[src/rtl/finn_pe_seq.sv]
// Folded XNOR-popcount processing element with its own fold/neuron/round sequencer,
// valid/ready streaming ports and multi-level thresholding against serially loaded memories.
module finn_pe_seq #(
    parameter int SIMD     = 32,
    parameter int FOLDS    = 18,
    parameter int NEURONS  = 2,
    parameter int TLEVELS  = 1,
    parameter int MAJORITY = 0,
    parameter int ACC_W    = $clog2(SIMD * FOLDS + 1),
    parameter int OUT_W    = $clog2(TLEVELS + 1)
) (
    input  logic             clk,
    input  logic             reset,
    input  logic             w_load_en,
    input  logic [SIMD-1:0]  w_load_data,
    input  logic             t_load_en,
    input  logic [ACC_W-1:0] t_load_data,
    input  logic [15:0]      pix_count,
    input  logic             start,
    output logic             busy,
    output logic             done,
    input  logic             in_valid,
    output logic             in_ready,
    input  logic [SIMD-1:0]  in_data,
    output logic             out_valid,
    input  logic             out_ready,
    output logic [OUT_W-1:0] out_data
);

    localparam int WDEPTH = NEURONS * FOLDS;
    localparam int TDEPTH = NEURONS * TLEVELS;
    localparam int WPTR_W = (WDEPTH > 1) ? $clog2(WDEPTH) : 1;
    localparam int TPTR_W = (TDEPTH > 1) ? $clog2(TDEPTH) : 1;
    localparam int F_W    = (FOLDS > 1) ? $clog2(FOLDS) : 1;
    localparam int N_W    = (NEURONS > 1) ? $clog2(NEURONS) : 1;
    localparam int GROUPS = SIMD / 3;

    localparam logic [1:0] IDLE = 2'd0;
    localparam logic [1:0] ACC  = 2'd1;
    localparam logic [1:0] HOLD = 2'd2;

    logic [SIMD-1:0]  wmem [WDEPTH];
    logic [ACC_W-1:0] tmem [TDEPTH];

    logic [1:0]        state;
    logic [WPTR_W-1:0] w_ptr;
    logic [TPTR_W-1:0] t_ptr;
    logic [F_W-1:0]    fold;
    logic [N_W-1:0]    neuron;
    logic [15:0]       round;
    logic [15:0]       pix_lim;

    logic [WPTR_W-1:0] w_rd_idx;
    logic [ACC_W-1:0]  pop_p0;
    logic [ACC_W-1:0]  sum_p0;
    logic [OUT_W-1:0]  lvl_p0;
    logic [ACC_W-1:0]  acc_p1;
    logic              beat_hs;

    // Agreement count of one beat: plain XNOR bits, or 3-bit majority votes of them.
    function automatic logic [ACC_W-1:0] beat_pop(input logic [SIMD-1:0] act,
                                                  input logic [SIMD-1:0] wgt);
        logic [SIMD-1:0]  agree;
        logic [ACC_W-1:0] cnt;
        agree = ~(act ^ wgt);
        cnt   = '0;
        if (MAJORITY != 0) begin
            for (int g = 0; g < GROUPS; g++) begin
                cnt += ACC_W'((agree[3*g] & agree[3*g+1]) | (agree[3*g] & agree[3*g+2]) |
                              (agree[3*g+1] & agree[3*g+2]));
            end
        end else begin
            for (int i = 0; i < SIMD; i++) begin
                cnt += ACC_W'(agree[i]);
            end
        end
        return cnt;
    endfunction

    function automatic logic thresh_hit(input logic [ACC_W-1:0] sum,
                                        input logic [ACC_W-1:0] thr);
        return sum > thr;
    endfunction

    assign busy     = (state != IDLE);
    assign in_ready = (state == ACC);
    assign beat_hs  = in_ready & in_valid;
    assign w_rd_idx = WPTR_W'(32'(neuron) * FOLDS + 32'(fold));

    // Stage 0: popcount, running sum and threshold levels for the current beat
    assign pop_p0 = beat_pop(in_data, wmem[w_rd_idx]);
    assign sum_p0 = (fold == '0) ? pop_p0 : acc_p1 + pop_p0;

    always_comb begin
        lvl_p0 = '0;
        for (int l = 0; l < TLEVELS; l++) begin
            lvl_p0 += OUT_W'(thresh_hit(sum_p0, tmem[TPTR_W'(32'(neuron) * TLEVELS + l)]));
        end
    end

    // Stage 1: accumulator and parameter memories (no reset, contents survive it)
    always_ff @(posedge clk) begin
        if (beat_hs) acc_p1 <= sum_p0;
        if (state == IDLE && w_load_en) wmem[w_ptr] <= w_load_data;
        if (state == IDLE && t_load_en) tmem[t_ptr] <= t_load_data;
    end

    always_ff @(posedge clk) begin
        if (reset) begin
            state     <= IDLE;
            done      <= 1'b0;
            out_valid <= 1'b0;
            out_data  <= '0;
            w_ptr     <= '0;
            t_ptr     <= '0;
            fold      <= '0;
            neuron    <= '0;
            round     <= '0;
            pix_lim   <= '0;
        end else begin
            done <= 1'b0;
            case (state)
                IDLE: begin
                    if (w_load_en) w_ptr <= (w_ptr == WPTR_W'(WDEPTH - 1)) ? '0 : w_ptr + 1'b1;
                    if (t_load_en) t_ptr <= (t_ptr == TPTR_W'(TDEPTH - 1)) ? '0 : t_ptr + 1'b1;
                    if (start) begin
                        w_ptr <= '0;
                        t_ptr <= '0;
                        if (pix_count != 16'd0) begin
                            pix_lim <= pix_count;
                            fold    <= '0;
                            neuron  <= '0;
                            round   <= '0;
                            state   <= ACC;
                        end
                    end
                end
                ACC: begin
                    if (in_valid) begin
                        if (fold == F_W'(FOLDS - 1)) begin
                            out_data  <= lvl_p0;
                            out_valid <= 1'b1;
                            fold      <= '0;
                            state     <= HOLD;
                        end else begin
                            fold <= fold + 1'b1;
                        end
                    end
                end
                HOLD: begin
                    if (out_ready) begin
                        out_valid <= 1'b0;
                        if (neuron == N_W'(NEURONS - 1)) begin
                            neuron <= '0;
                            round  <= round + 16'd1;
                            if (round == pix_lim - 16'd1) begin
                                state <= IDLE;
                                done  <= 1'b1;
                            end else begin
                                state <= ACC;
                            end
                        end else begin
                            neuron <= neuron + 1'b1;
                            state  <= ACC;
                        end
                    end
                end
                default: state <= IDLE;
            endcase
        end
    end

endmodule

[config.mk]
export PLATFORM = sky130hd
export DESIGN_NAME = finn_pe_seq
export DESIGN_NICKNAME = d
export VERILOG_FILES = /design/src/rtl/finn_pe_seq.sv
export SDC_FILE = /design/constraint.sdc
export NUM_CORES = 1
export LEC_CHECK = 0
export BUFFER_PORTS_ARGS = -buffer_cell sky130_fd_sc_hd__buf_2
export CORE_MARGIN = 10
export CORE_UTILIZATION = 30
export DETAILED_ROUTE_END_ITERATION = 8
export PLACE_DENSITY = 0.42
export SLEW_MARGIN = 20
export SYNTH_ARGS = -nofsm -noshare
export SYNTH_HDL_FRONTEND = slang
export SYNTH_SLANG_ARGS = --single-unit
[constraint.sdc]
create_clock -name clk -period 17 [get_ports clk]
set_input_delay 3.4 -clock clk [delete_from_list [all_inputs] [get_ports clk]]
set_output_delay 3.4 -clock clk [all_outputs]
set_load 0.05 [all_outputs]
==> results of run 1 <==
cells by family after synthesis:
logic type      count (synthesis)
mux                           401
buf+inv                       175
simple gates                  349
xor+xnor                       77
compound gates                228
flops                        1233
fa+ha+maj                      57
path summary, 6_finish.rpt:
path | start | endpoint | slack (ns) | depth (start not counted)
setup reg to reg | fold[2] | out_data | 6.03 | 33
setup / recovery | fold[2] | out_data | 6.03 | 33
hold / removal | out_valid | out_valid | 0.46 | 2
hold reg to reg | out_valid | out_valid | 0.46 | 2
synthesized netlist by cell type, drive strengths merged (11+ instances only):
cell    instances  area share, %
mux2           37           0.84
edfxtp       1182             71
dfxtp          51            2.0
mux4          288             13
mux2i          76            1.5
ha             32           0.80
a211o          32           0.56
nand3          19           0.19
buf            69           0.90
nand2         104           0.78
o211ai         32           0.48
clkbuf         63           0.47
xnor2          32           0.56
fa             25            1.0
a21oi          44           0.46
nor2          114           0.86
nor2b          47           0.59
xor2           45           0.79
inv            43           0.32
a211oi         34           0.51
a31oi          35           0.44
o21ai          16           0.16
nand4          11           0.14
through the flow:
step,util (%),instances,setup WS (ns)
after floorplan,-,2520,7.41
after CTS,34.9,4981,5.86
after detailed placement,32.3,4736,5.87
final,34.9,4984,6.03
after global routing,34.9,4982,5.36
after global placement,32.3,4736,5.87
worst reg2reg max path: cells and delay by family (launching register included):
kind | cells | cell delay [ns]
adders and majority gates | 11 | 4.58
buffers and inverters | 5 | 1.95
AOI/OAI and AO/OA | 9 | 1.80
xor gates and xnor gates | 3 | 1.04
DFF | 1 | 0.60
muxes | 2 | 0.52
and+or+nand+nor | 3 | 0.35
state kept, by name (all words and copies together) (netlist names), 2 cells and up, named ones only:
name and flops:
w_ptr 6, fold 5, state 2, wmem 1152, tmem 20, pix_lim 16
acc_p1 10, round 16
placed cells by master, fill, tap and decap left out, types with 7 or more instances in the layout:
cell type	Yosys	layout
edfxtp_1	1182	1182
mux4_2	288	288
clkbuf_16	0	146
nand2_1	104	104
buf_2	23	101
nor2_1	114	78
mux2i_1	76	76
buf_4	27	54
dfxtp_1	51	50
nor2b_1	47	47
xor2_1	45	44
inv_1	43	43
a21oi_1	42	42
clkinv_1	0	40
mux2_2	37	37
nor2_4	0	36
a211oi_1	34	34
a31oi_1	35	34
a211o_1	32	32
o211ai_1	32	32
xnor2_1	32	31
ha_1	32	30
clkbuf_1	63	28
fa_1	25	25
nand3_1	19	19
clkinv_2	0	12
o21ai_0	11	11
nand4_1	11	11
nand2b_1	9	9
nor3_1	9	9
nor4_1	7	7
bufinv_16	0	7
layout make-up:
| cell class | instances | area [µm²] |
|---|---|---|
| timing repair buffer | 159 | 991 |
| fill | 15300 | 107000 |
| clock buffer | 176 | 3790 |
| clock inverter | 69 | 533 |
| tap | 2189 | 2740 |
| antenna | 3 | 7.51 |
| multi-input combinational | 1112 | 12800 |
| inverter | 43 | 161 |
| sequential | 1233 | 36500 |
power by group through the flow:
| stage | logic, W | clock network, W | registers [W] |
|---|---|---|---|
| finish | 0.00302 | 0.00287 | 0.00343 |
| global placement | 0.00299 | 0 | 0.00350 |
| global route | 0.00346 | 0.00308 | 0.00344 |
| floorplan | 0.00226 | 0 | 0.00349 |
| CTS | 0.00307 | 0.00296 | 0.00343 |
| detailed placement | 0.00306 | 0 | 0.00350 |
metal layers:
layer  vias up  share of wire, %
met5         -            0.0092
met4         2               2.4
li1      10600                 -
met3       195               5.3
met2       687                48
met1     13300                44
==> results.json, run 1 <==
{
  "clkPwrFrac_pct": 30.8,
  "crit_family": "adder cells",
  "route.vias.total": 24800,
  "synth_simple_gate_area_share_pct": 3.31,
  "initial_utilization_pct": 30.2,
  "swShare_pct": 31.4,
  "portBuffers": 101,
  "drcViolationCount": 0,
  "power_w": 0.00933,
  "max_freq_mhz": 91.1,
  "die_h_um": 428,
  "firstDrtPassIters": 5,
  "fin_nets": 2843,
  "ys.warnings.count": 0,
  "cts_root_buffer": "clkbuf_16",
  "fp.dieW_um": 428,
  "grtUsageMet2_pct": 25.0,
  "crit_arrival_ns": 11.57,
  "synth-adder-area-share_pct": 1.81,
  "vias_per_cell": 4.98,
  "synth_edf_count": 1182,
  "status": "finished, final reports clean",
  "start_kind": "flip-flop",
  "stdcell_area_mm2": 0.0576,
  "holdWs_ns": 0.457,
  "slew_headroom_pct": 34.5,
  "synth_cell_types": 60,
  "synth_top_family_by_area": "multiplexers",
  "max_stage_delay_ns": 0.64,
  "grt_util_all_layers_pct": 15.3,
  "cts_buffers": 140,
  "period_minus_slack_ns": 10.97,
  "p_int_w": 0.00640,
  "grt_pass1_wl_mm": 198,
  "peakVddDrop_mv": 0.513,
  "p_comb_share_pct": 32.4,
  "num_rows": 149,
  "area_growth_pct": 15.5,
  "postCtsSetupRepairBufs": 0,
  "synth_compound_area_share_pct": 3.20,
  "antenna_left": 0,
  "cp_num_buf_inv": 5,
  "critPathMaxFanout": 33,
  "cts.hold.buffers_added": 0,
  "endpoint_kind": "flip-flop",
  "crit_path_top_delay_cell": "buf_4",
  "hpwl_mm": 76.1,
  "use_met1_pct": 20.7,
  "pin_count": 102,
  "use_met3_pct": 3.12,
  "grt_pass1_vias": 26000,
  "path_clk_slew_ns": 0.06,
  "cts_num_sinks": 1233,
  "grt-ovfl-total": 0,
  "avgSynthCellArea_um2": 19.8,
  "synthXorXnorAreaFrac_pct": 1.35,
  "critPathMostFrequentCell": "fa_1",
  "wl_per_cell_um": 28.2,
  "cp.required_ns": 17.59,
  "drtIter0Drc": 2089,
  "gp_congestion": 0.748,
  "antenna_found_initial": 9,
  "cts_tree": "done",
  "hold_violations": 0,
  "grt_setup_unrepaired": "no",
  "synth_top_flop_cell": "edfxtp_1",
  "placed_cell_area_mm2": 0.0532,
  "htree_num_levels": 4,
  "cap_violations": 0,
  "ys_ff_latch": 1233,
  "drv_slew": 0,
  "muxShareOfSynthArea_pct": 15.4,
  "cts_buffer_depth": 3,
  "grt_max_degree": 129,
  "synthCells": 2520,
  "power_frac_seq_pct": 36.8,
  "post_route_cells_drive_above_1_share_pct": 25.4,
  "synth.cell_area_mm2": 0.0498,
  "seq_area_frac_synth_pct": 73.3,
  "worstMarginPinSlew_ns": 0.982,
  "syn_nets": 2674,
  "die_area_mm2": 0.183,
  "fin_worst_skew_ns": 0.0211,
  "p_sw_w": 0.00292,
  "critPathKind": "reg2reg",
  "hp-class": "reg2reg",
  "fp.coreArea_mm2": 0.165,
  "setup_tns_ns": 0,
  "routed_wl_mm": 141,
  "ctsResizeCount": 0,
  "busiest_layer": "met2",
  "async_reset_ff_share_pct": 0,
  "p_leak_nw": 17.5,
  "period_share_pct": 64.5,
  "setup_viol": 0,
  "powerDensity_mw_per_mm2": 162,
  "clk_latency_ns": 0.75
}
Note: power is estimated with default switching activity, not from simulation.
==> inputs of run 2 (changes only) <==
--- a/config.mk
+++ b/config.mk
@@ -5,6 +5,7 @@
 export SDC_FILE = /design/constraint.sdc
 export NUM_CORES = 1
 export LEC_CHECK = 0
+export ABC_AREA = 1
 export BUFFER_PORTS_ARGS = -buffer_cell sky130_fd_sc_hd__buf_2
 export CORE_MARGIN = 10
 export CORE_UTILIZATION = 30
==> constraint.sdc (replaced) <==
create_clock -name clk -period 10.31 [get_ports clk]
set_input_delay 2.062 -clock clk [delete_from_list [all_inputs] [get_ports clk]]
set_output_delay 2.062 -clock clk [all_outputs]
set_load 0.05 [all_outputs]
==> results.json, run 2 <==
{
  "area_growth_pct": 13.8,
  "p_sw_w": 0.00561,
  "antenna_left": 0,
  "ys_ff_latch": 1233,
  "endpoint_kind": "flip-flop",
  "routed_wl_mm": 174,
  "max_stage_delay_ns": 0.60,
  "yosysMostFrequentCell": "nand2_1",
  "final_cell_mix": "nand2_1 (1555), edfxtp_1 (1182), nand3_1 (928)",
  "synth_top_flop_cell": "edfxtp_1",
  "placed_cell_area_mm2": 0.0557,
  "drt-met1-wl_mm": 83.0,
  "power_w": 0.0160,
  "worstMarginPinSlew_ns": 1.07,
  "ctsResizeCount": 0,
  "die_area_mm2": 0.193,
  "antenna_found_initial": 10,
  "highest_layer": "met5",
  "grt_setup_unrepaired": "no",
  "drtIter0Drc": 3105,
  "grt_max_degree": 131,
  "rr_endpoint": "out_data",
  "setup_tns_ns": 0,
  "r2r_start": "neuron",
  "crit_path_top_delay_cell": "fa_1",
  "route.vias.total": 35100,
  "drv_slew": 0,
  "period_share_pct": 87.7,
  "avgSynthCellArea_um2": 11.3,
  "syn_nets": 4806,
  "fill_cells": 17500,
  "clkPwrFrac_pct": 29.5,
  "vias_per_cell": 4.89,
  "die_h_um": 439,
  "ys.warnings.count": 0,
  "final_cells": 7175,
  "critPathKind": "reg2reg",
  "synth.cell_area_mm2": 0.0526,
  "p_leak_nw": 21.4,
  "synthTopCellsByArea": "edfxtp_1 (67%), nand2_1 (11%), nand3_1 (8.8%), dfxtp_1 (1.9%), nor2_1 (1.4%)",
  "cts_buffer_depth": 3,
  "peakVddDrop_mv": 0.733,
  "top_register": "wmem",
  "synth_cell_types": 52,
  "grt_pass1_vias": 34100,
  "slew_headroom_pct": 28.7,
  "reg2regPathDepth": 36,
  "period_minus_slack_ns": 9.04,
  "clk_latency_ns": 0.76,
  "cp.required_ns": 11.00,
  "gp_congestion": 0.790,
  "critPathMostFrequentCell": "fa_1",
  "critPathMaxFanout": 32,
  "p_comb_share_pct": 35.0,
  "max_freq_mhz": 111,
  "async_reset_ff_share_pct": 0,
  "firstDrtPassIters": 6,
  "hold_violations": 0,
  "setup_viol": 0,
  "grt_pass1_wl_mm": 252,
  "cap_violations": 0,
  "fin_worst_skew_ns": 0.0181,
  "pin_count": 102,
  "power_frac_seq_pct": 35.5,
  "layout_commonest_cell": "nand2_1",
  "cts_buffers": 139,
  "rrSetupSlack_ns": 1.27,
  "fp.dieW_um": 439,
  "drcViolationCount": 0,
  "dpl.cell_count": 6928,
  "grt_util_all_layers_pct": 17.7,
  "fp.coreArea_mm2": 0.174,
  "largest_register_ffs": 1152,
  "cts.hold.buffers_added": 0,
  "synth_common_cells": "nand2_1 (1555), edfxtp_1 (1182), nand3_1 (928)",
  "fin_nets": 4898,
  "start_kind": "flip-flop",
  "p_int_w": 0.0104,
  "cts_root_buffer": "clkbuf_16",
  "initial_utilization_pct": 30.2,
  "swShare_pct": 35.1,
  "startpoint": "neuron",
  "postCtsSetupRepairBufs": 0,
  "yosysTopAreaCell": "edfxtp_1",
  "wl_per_cell_um": 24.2,
  "hp-class": "reg2reg",
  "crit_arrival_ns": 9.74,
  "powerDensity_mw_per_mm2": 267,
  "hpwl_mm": 95.2,
  "status": "finished, final reports clean",
  "met3_length_mm": 7.48,
  "htree_num_levels": 4,
  "synth_edf_count": 1182,
  "largestRegisters": "wmem x1152, tmem x20",
  "antenna_cells": 0,
  "path_clk_slew_ns": 0.06,
  "synth_top_area_share_pct": 67.4,
  "seq_area_frac_synth_pct": 69.4,
  "num_rows": 153,
  "portBuffers": 101,
  "wl_met2_mm": 80.0,
  "grt-ovfl-total": 0,
  "cts_tree": "done",
  "post_route_cells_drive_above_1_share_pct": 9.59,
  "crit_path_end": "out_data",
  "synthCells": 4652,
  "cts_num_sinks": 1233,
  "stdcell_area_mm2": 0.0599
}
-- run 2: metal layers --
layer	vias up	global-route usage (%)
li1	16400	-
met1	17600	25.6
met2	826	28.0
met3	207	2.45
met4	8	3.99
met5	-	0
-- run 2: how the worst min path moves through the flow --
stage	start	endpoint	slack [ns]	depth (start not counted)
after CTS	out_valid	out_valid	0.48	2
after detailed placement	out_valid	out_valid	0.47	2
after floorplan	pix_lim[1]	pix_lim[1]	0.46	2
after global placement	out_valid	out_valid	0.47	2
final	out_valid	out_valid	0.47	2
after global routing	out_valid	out_valid	0.51	2
-- run 2: layout make-up --
type	instances	area (µm²)	share of cell area, %
flip-flops and latches	1233	36500	60.9
multi-input cells	3027	14300	23.9
clock buffers	184	3710	6.19
well taps	2325	2910	4.85
repair buffers	208	1420	2.37
inverters	135	536	0.894
clock inverters	63	502	0.837
-- run 2: power groups by stage --
stage	clock network, W	logic (W)	registers [W]
detailed placement	0	0.00561	0.00577
finish	0.00472	0.00559	0.00567
global route	0.00502	0.00658	0.00567
global placement	0	0.00562	0.00577
CTS	0.00482	0.00564	0.00567
floorplan	0	0.00420	0.00576
-- run 2: critical path, delay by kind of cell (launching register included) --
kind	cells	cell delay [ns]
AO/OA/AOI/OAI	6	1.04
XOR/XNOR	2	0.62
adder cells (fa/ha/maj)	12	4.71
buffers and inverters	5	1.02
flip-flops	1	0.42
AND/OR/NAND/NOR	11	1.10
-- run 2: kinds of logic after synthesis --
logic type | synth area share (%)
flip-flops | 69.4
XOR/XNOR | 0.447
AND/OR/NAND/NOR | 22.1
adder cells (fa/ha/maj) | 1.71
AO/OA/AOI/OAI | 2.17
buffers and inverters | 4.04
multiplexers | 0.193
-- run 2: stage by stage --
stage,hold slack [ns],util [%],setup slack [ns]
global route,0.512,34.4,0.623
floorplan,0.459,-,2.29
CTS,0.483,34.4,1.20
finish,0.475,34.4,1.27
detailed placement,0.472,32.0,1.25
global placement,0.474,32.0,1.26
